`config.mk`:
```
export PLATFORM = sky130hd
export DESIGN_NAME = load_issue_unit
export DESIGN_NICKNAME = d
export VERILOG_FILES = /design/src/rtl/load_issue_unit_pkg.sv /design/src/rtl/load_issue_unit.sv
export SDC_FILE = /design/constraint.sdc
export NUM_CORES = 1
export LEC_CHECK = 0
export BUFFER_PORTS_ARGS = -buffer_cell sky130_fd_sc_hd__buf_4
export CORE_AREA = 5 5 195 197
export CTS_CLUSTER_DIAMETER = 80
export DETAILED_ROUTE_END_ITERATION = 10
export DIE_AREA = 0 0 200 202
export PLACE_DENSITY = 0.54
export SETUP_SLACK_MARGIN = 0.4
export SLEW_MARGIN = 0
export SYNTH_ARGS = -nofsm -noshare
export SYNTH_HDL_FRONTEND = slang
export SYNTH_SLANG_ARGS = --single-unit
export TNS_END_PERCENT = 50
```
`constraint.sdc`:
```
create_clock -name clk -period 2.23 [get_ports clk]
set_clock_uncertainty 0.1 [all_clocks]
set_input_delay 0.223 -clock clk [delete_from_list [all_inputs] [get_ports clk]]
set_output_delay 0.223 -clock clk [all_outputs]
set_load 0.01 [all_outputs]
```
`src/rtl/load_issue_unit_pkg.sv`:
```
// Shared payload types for the load issue path.
//   load_rs_entry_t : one load reservation-station entry (state, addr, funct3, pd, rob_num)
//   cdb_t           : common data bus broadcast (valid, pd, rob_num, value)
package load_issue_unit_pkg;

  localparam int unsigned XLEN          = 32;
  localparam int unsigned PHYS_REG_BITS = 6;
  localparam int unsigned ROB_BITS      = 5;

  typedef enum logic [1:0] {
    RS_EMPTY = 2'd0,
    RS_WAIT  = 2'd1,
    RS_READY = 2'd2
  } rs_state_e;

  localparam logic [2:0] F3_LB  = 3'b000;
  localparam logic [2:0] F3_LH  = 3'b001;
  localparam logic [2:0] F3_LW  = 3'b010;
  localparam logic [2:0] F3_LBU = 3'b100;
  localparam logic [2:0] F3_LHU = 3'b101;

  typedef struct packed {
    rs_state_e                state;
    logic [XLEN-1:0]          addr;
    logic [2:0]               funct3;
    logic [PHYS_REG_BITS-1:0] pd;
    logic [ROB_BITS-1:0]      rob_num;
  } load_rs_entry_t;

  typedef struct packed {
    logic                     valid;
    logic [PHYS_REG_BITS-1:0] pd;
    logic [ROB_BITS-1:0]      rob_num;
    logic [XLEN-1:0]          value;
  } cdb_t;

endpackage

```
`src/rtl/load_issue_unit.sv`:
```
// load_issue_unit: consumer side of the load reservation station.
// Picks one READY load per idle cycle, releases its entry (free/free_idx),
// issues a single outstanding data-memory read, then aligns/extends the
// returned word and broadcasts it on the load CDB. One load in flight.
//
// Ports:
//   clk, rst          clock, synchronous active-high reset
//   mispredict        flush: no capture, in-flight result discarded
//   rs_entries        station entry array (scanned in IDLE)
//   free, free_idx    combinational release pulse for the captured entry
//   dmem_addr/rmask   word-aligned read address and byte mask (registered)
//   dmem_read         request valid, held until dmem_resp
//   dmem_resp/rdata   one-cycle response and data word
//   load_cdb          result broadcast; valid gated by mispredict
//
// Build option: define LOAD_ISSUE_ROUND_ROBIN_EN for a rotating scan start
// (rr_ptr); otherwise the lowest READY index wins.
module load_issue_unit
  import load_issue_unit_pkg::*;
#(
  parameter int unsigned NUM_LOAD_RS  = 8,
  parameter int unsigned LOAD_RS_BITS = $clog2(NUM_LOAD_RS)
) (
  input  logic                    clk,
  input  logic                    rst,
  input  logic                    mispredict,
  input  load_rs_entry_t          rs_entries [NUM_LOAD_RS],
  output logic                    free,
  output logic [LOAD_RS_BITS-1:0] free_idx,
  output logic [31:0]             dmem_addr,
  output logic [3:0]              dmem_rmask,
  output logic                    dmem_read,
  input  logic                    dmem_resp,
  input  logic [31:0]             dmem_rdata,
  output cdb_t                    load_cdb
);

  typedef enum logic [1:0] {
    S_IDLE  = 2'd0,
    S_REQ   = 2'd1,
    S_BCAST = 2'd2,
    S_DRAIN = 2'd3
  } state_e;

  state_e                   state_q, state_d;
  logic                     dmem_read_q, dmem_read_d;
  logic [31:0]              dmem_addr_q, dmem_addr_d;
  logic [3:0]               dmem_rmask_q, dmem_rmask_d;
  logic [2:0]               funct3_q, funct3_d;
  logic [1:0]               off_q, off_d;
  logic [PHYS_REG_BITS-1:0] pd_q, pd_d;
  logic [ROB_BITS-1:0]      rob_q, rob_d;
  cdb_t                     cdb_q, cdb_d;

  logic                     sel_found;
  logic [LOAD_RS_BITS-1:0]  sel_idx;

  // Byte mask for a load of the given width at byte offset off.
  function automatic logic [3:0] rmask_for(input logic [2:0] f3, input logic [1:0] off);
    case (f3)
      F3_LB, F3_LBU: rmask_for = 4'b0001 << off;
      F3_LH, F3_LHU: rmask_for = 4'b0011 << off;
      default:       rmask_for = 4'b1111;
    endcase
  endfunction

  // Shift the addressed bytes down to bit 0, then sign- or zero-extend.
  function automatic logic [31:0] align_load(input logic [2:0] f3, input logic [1:0] off,
                                             input logic [31:0] rdata);
    logic [31:0] sh;
    sh = rdata >> {off, 3'b000};
    case (f3)
      F3_LB:   align_load = {{24{sh[7]}}, sh[7:0]};
      F3_LBU:  align_load = {24'd0, sh[7:0]};
      F3_LH:   align_load = {{16{sh[15]}}, sh[15:0]};
      F3_LHU:  align_load = {16'd0, sh[15:0]};
      default: align_load = rdata;
    endcase
  endfunction

`ifdef LOAD_ISSUE_ROUND_ROBIN_EN
  logic [LOAD_RS_BITS-1:0] rr_ptr_q, rr_ptr_d;
  int unsigned             scan_idx;

  // First READY entry at or after rr_ptr, wrapping around the array.
  always_comb begin
    sel_found = 1'b0;
    sel_idx   = '0;
    scan_idx  = 0;
    for (int unsigned k = 0; k < NUM_LOAD_RS; k++) begin
      scan_idx = (32'(rr_ptr_q) + k) % NUM_LOAD_RS;
      if (!sel_found && rs_entries[LOAD_RS_BITS'(scan_idx)].state == RS_READY) begin
        sel_found = 1'b1;
        sel_idx   = LOAD_RS_BITS'(scan_idx);
      end
    end
  end
`else
  // Fixed priority: lowest READY index.
  always_comb begin
    sel_found = 1'b0;
    sel_idx   = '0;
    for (int unsigned k = 0; k < NUM_LOAD_RS; k++) begin
      if (!sel_found && rs_entries[LOAD_RS_BITS'(k)].state == RS_READY) begin
        sel_found = 1'b1;
        sel_idx   = LOAD_RS_BITS'(k);
      end
    end
  end
`endif

  // Next-state, capture and response handling.
  always_comb begin
    state_d      = state_q;
    dmem_read_d  = dmem_read_q;
    dmem_addr_d  = dmem_addr_q;
    dmem_rmask_d = dmem_rmask_q;
    funct3_d     = funct3_q;
    off_d        = off_q;
    pd_d         = pd_q;
    rob_d        = rob_q;
    cdb_d        = cdb_q;
    cdb_d.valid  = 1'b0;
    free         = 1'b0;
    free_idx     = '0;
`ifdef LOAD_ISSUE_ROUND_ROBIN_EN
    rr_ptr_d     = rr_ptr_q;
`endif

    case (state_q)
      S_IDLE: begin
        if (sel_found && !mispredict) begin
          free         = 1'b1;
          free_idx     = sel_idx;
          dmem_addr_d  = {rs_entries[sel_idx].addr[31:2], 2'b00};
          dmem_rmask_d = rmask_for(rs_entries[sel_idx].funct3, rs_entries[sel_idx].addr[1:0]);
          funct3_d     = rs_entries[sel_idx].funct3;
          off_d        = rs_entries[sel_idx].addr[1:0];
          pd_d         = rs_entries[sel_idx].pd;
          rob_d        = rs_entries[sel_idx].rob_num;
          dmem_read_d  = 1'b1;
          state_d      = S_REQ;
`ifdef LOAD_ISSUE_ROUND_ROBIN_EN
          rr_ptr_d     = (32'(sel_idx) == NUM_LOAD_RS - 1) ? '0 : sel_idx + LOAD_RS_BITS'(1);
`endif
        end
      end
      S_REQ: begin
        if (dmem_resp) begin
          // A flush landing on the response cycle still spends the BCAST
          // cycle but never raises valid.
          dmem_read_d   = 1'b0;
          state_d       = S_BCAST;
          cdb_d.valid   = !mispredict;
          cdb_d.pd      = pd_q;
          cdb_d.rob_num = rob_q;
          cdb_d.value   = align_load(funct3_q, off_q, dmem_rdata);
        end else if (mispredict) begin
          state_d = S_DRAIN;
        end
      end
      S_DRAIN: begin
        // Request stays up until the memory answers; the data is dropped.
        if (dmem_resp) begin
          dmem_read_d = 1'b0;
          state_d     = S_IDLE;
        end
      end
      S_BCAST: state_d = S_IDLE;
      default: state_d = S_IDLE;
    endcase
  end

  always_ff @(posedge clk) begin
    if (rst) begin
      state_q      <= S_IDLE;
      dmem_read_q  <= 1'b0;
      dmem_addr_q  <= '0;
      dmem_rmask_q <= '0;
      funct3_q     <= '0;
      off_q        <= '0;
      pd_q         <= '0;
      rob_q        <= '0;
      cdb_q        <= '0;
`ifdef LOAD_ISSUE_ROUND_ROBIN_EN
      rr_ptr_q     <= '0;
`endif
    end else begin
      state_q      <= state_d;
      dmem_read_q  <= dmem_read_d;
      dmem_addr_q  <= dmem_addr_d;
      dmem_rmask_q <= dmem_rmask_d;
      funct3_q     <= funct3_d;
      off_q        <= off_d;
      pd_q         <= pd_d;
      rob_q        <= rob_d;
      cdb_q        <= cdb_d;
`ifdef LOAD_ISSUE_ROUND_ROBIN_EN
      rr_ptr_q     <= rr_ptr_d;
`endif
    end
  end

  assign dmem_read  = dmem_read_q;
  assign dmem_addr  = dmem_addr_q;
  assign dmem_rmask = dmem_rmask_q;

  // A mispredict in the broadcast cycle kills the result on the bus.
  always_comb begin
    load_cdb       = cdb_q;
    load_cdb.valid = cdb_q.valid & ~mispredict;
  end

endmodule

```
==> flow_summary_export.csv <==
group,metric,value,unit
status,outcome,"complete, no violations",
sta,setup_viol,0,
clocking,cts-root-to-sink-buffers,2,
route,wire_per_inst,20.95,µm
grt,antenna_violations_before_repair,4,
synth,register_bit_total_from_synthesis,97,
placed_design,place_inst,1747,
sta,relSlewSlack,0.6460,
final_layout,num-fill-cells,3731,
final_layout,final_core_util,0.3546,
clocking,root_buffer,"sky130_fd_sc_hd__clkbuf_16",
synth,ys_types,48,
clocking,clkLatencyLatePin,0.36,ns
synth,synth_sequential_area_ratio,0.2523,
route,viasPerCell,4.621,
die,chipWidth,200,µm
grt,gr-total-overflow,0,
critical_path,timing.critical_path.fanout_max,21,
power,power.density_cell_area,516.1,mW/mm²
grt,grt_first_pass_wirelength,53.65,mm
synth,synth_enable_flop_cells,0,
clocking,cts_sinks,97,
route,drt-total-wl,37.31,mm
placed_design,detailed_place_hpwl,31.48,mm
die,die_height,202,µm
sta,final.hold.worst_slack,0.1057,ns
route,dr_total_vias,8230,
grt,grt_start_max_net_pins,47,
sta,period_minus_slack,2.047,ns
synth,synth_fa_ha_area_frac,0,
final_layout,nNetsFinal,1724,
synth,compound_gate_fraction_of_synth_area,0.1567,
sta,rsz0062_at_grt,"true",
synth,postSynth.topFlopCell,"sky130_fd_sc_hd__dfxtp_1",
die,die_area,0.04040,mm²
route,drt-initial-drc-count,275,
synth,netlist_instances,822,
clocking,cts_htree_levels,3,
sta,maximum_clock_rate,488.5,MHz
power,leakage_power,6.127,nW
min_path,hold_path.class,"in -> reg",
synth,syn_avg_cell_area,9.363,µm²
critical_path,start_kind,"input port",
final_layout,layout.cells.most_common,"sky130_fd_sc_hd__buf_4",
sta,drv_slew,0,
final_layout,layout.cells.most_common_list,"sky130_fd_sc_hd__buf_4 (549), sky130_fd_sc_hd__mux2i_1 (184), sky130_fd_sc_hd__dfxtp_1 (97)",
synth,yosys-mux-area-fraction,0.3677,
die,std_cell_rows,70,
sta,timing.final.hold_violations,0,
synth,ys_async_sr_fraction,0,
critical_path,worstPathArrival,2.24,ns
die,core_region_area,0.03608,mm²
synth,yosys_warnings,0,
critical_path,worst_setup_path_end_kind,"flop",
placed_design,place.gp.congestion,0.8792,
route,antenna_left,0,
die,initial_util,0.2133,
grt,grt_pass1_vias,8855,
critical_path,worst-endpoint-required,2.42,ns
final_layout,post_route_cells_drive_above_1_share,0.5500,
final_layout,syn_to_layout_area_delta,66.27,%
sta,fin_crit_sh,0.9180,
synth,synth_area,0.007696,mm²
clocking,cts.clk_slew.worst_paths,0.08,ns
flow_run,max_cap_violations,0,
sta,setup-tns-final,0,ns
route,drt-pass1-iter-count,4,
clocking,cts_tree,"yes",
final_layout,finalNonFillerCells,1781,
grt,groute.usage.overall,0.1756,
power,irDropWorstVdd,0.3261,mV
synth,synth-xor-area-share,0,
sta,worst_margin_pin_slew,0.5162,ns
critical_path,path_class,"in -> reg",
placed_design,port_buffers,502,
synth,largest_family_of_logic_cells_by_synthesized_area,"multiplexers",
die,floorplan.io_pins,505,
synth,simple_gate_share_of_the_synthesized_area,0.1253,
clocking,tritoncts.num_buffers,9,
critical_path,timing.reg2reg.setup_slack,0.34,ns
route,drc,0,
power,p_total,6.605,mW
==> Yosys cell counts (4+ instances only) <==
master / instances / area, µm²
sky130_fd_sc_hd__nand2b_1: 9 / 56.30
sky130_fd_sc_hd__mux2i_1: 186 / 1862
sky130_fd_sc_hd__clkbuf_1: 34 / 127.6
sky130_fd_sc_hd__buf_4: 48 / 360.4
sky130_fd_sc_hd__a21oi_1: 63 / 315.3
sky130_fd_sc_hd__a211oi_2: 34 / 425.4
sky130_fd_sc_hd__o221ai_1: 9 / 78.83
sky130_fd_sc_hd__o21ai_1: 4 / 20.02
sky130_fd_sc_hd__dfxtp_1: 97 / 1942
sky130_fd_sc_hd__nor3_1: 24 / 120.1
sky130_fd_sc_hd__nor2b_1: 7 / 43.79
sky130_fd_sc_hd__buf_1: 7 / 26.28
sky130_fd_sc_hd__a211oi_1: 20 / 150.1
sky130_fd_sc_hd__nor2_1: 99 / 371.6
sky130_fd_sc_hd__buf_6: 15 / 168.9
sky130_fd_sc_hd__mux4_2: 43 / 968.4
sky130_fd_sc_hd__o21ai_0: 10 / 50.05
sky130_fd_sc_hd__buf_2: 8 / 40.04
sky130_fd_sc_hd__nand2_1: 66 / 247.7
==> worst paths after layout <==
| path | from | end | cells after the start |
|---|---|---|---|
| worst min-delay path | dmem_rdata[27] | load_cdb[27]$_SDFFE_PP0P_ | 3 |
| worst max register to register | off_q[0]$_SDFFE_PP0P_ | load_cdb[28]$_SDFFE_PP0P_ | 6 |
| worst min register to register | load_cdb[15]$_SDFFE_PP0P_ | load_cdb[15]$_SDFFE_PP0P_ | 2 |
| worst max-delay path | rs_entries[287] | dmem_addr[13]$_SDFFE_PP0P_ | 9 |
==> critical path, cell delays in order <==
cell                       delay [ns]
sky130_fd_sc_hd__buf_6           0.09
sky130_fd_sc_hd__nor2b_4         0.13
sky130_fd_sc_hd__nor4_4          0.35
sky130_fd_sc_hd__a32oi_4         0.19
sky130_fd_sc_hd__buf_12          0.20
sky130_fd_sc_hd__buf_4           0.20
sky130_fd_sc_hd__mux2i_1         0.13
sky130_fd_sc_hd__mux4_2          0.48
sky130_fd_sc_hd__a211oi_2        0.22
==> sequential cells by signal, summed over array words and instances (netlist names) <==
register    count
funct3_q        3
cdb_q           1
off_q           2
dmem_read       1
load_cdb       43
pd_q            6
rob_q           5
dmem_addr      30
dmem_rmask      4
state_q         2
==> metrics by stage <==
stage	worst slack [ns]	area, µm²
finish	0.1828	12800
global placement	-0.2305	12080
global route	0.09334	12800
detailed placement	-0.2643	12080
floorplan	0.04336	7746
CTS	0.1714	12630
==> layout make-up <==
type                    count  area, µm²  share of cell area
clock inverters             6      75.07            0.005867
repair buffers            583       4717              0.3686
clock buffers              10      229.0             0.01789
well taps                 468      585.6             0.04576
inverters                   3      13.76            0.001076
flip-flops and latches     97       1942              0.1518
multi-input cells         610       5224              0.4082
diodes                      4      10.01           0.0007822
==> report_power, final <==
part | switching (mW) | total (mW) | internal [mW] | leakage (nW)
Sequential | 0.105 | 1.99 | 1.89 | 0.796
Clock | 0.794 | 1.69 | 0.893 | 0.151
Combinational | 1.29 | 2.93 | 1.64 | 5.18
==> per-layer routing <==
layer | wire (µm) | part of all wire | GRT usage | up-vias
met3 | 2837 | 0.076 | 0.04884 | 51
met2 | 18920 | 0.51 | 0.3039 | 298
met5 | 0 | 0 | 0 | -
met1 | 14320 | 0.38 | 0.2027 | 3936
li1 | - | - | - | 3945
met4 | 1236 | 0.033 | 0.07132 | 0
==> cell families (layout without fill, tap and decap cells) <==
logic type | Yosys count | after routing
mux | 229 | 229
simple gates | 221 | 221
compound gates | 158 | 158
buf+inv | 116 | 602
flops | 97 | 97
other cells | 1 | 6
==> what timing repair did <==
action | 4_1_cts | 5_1_grt
pin swaps | 9 | 13
setup buffers | 5 | 3
gates cloned | 2 | 2
endpoints found under the setup margin | 70 | 79
gates resized for setup | 32 | 24
hold endpoints to repair | 2 | 0
hold buffers | 2 | 0
Note: power is estimated with default switching activity, not from simulation.
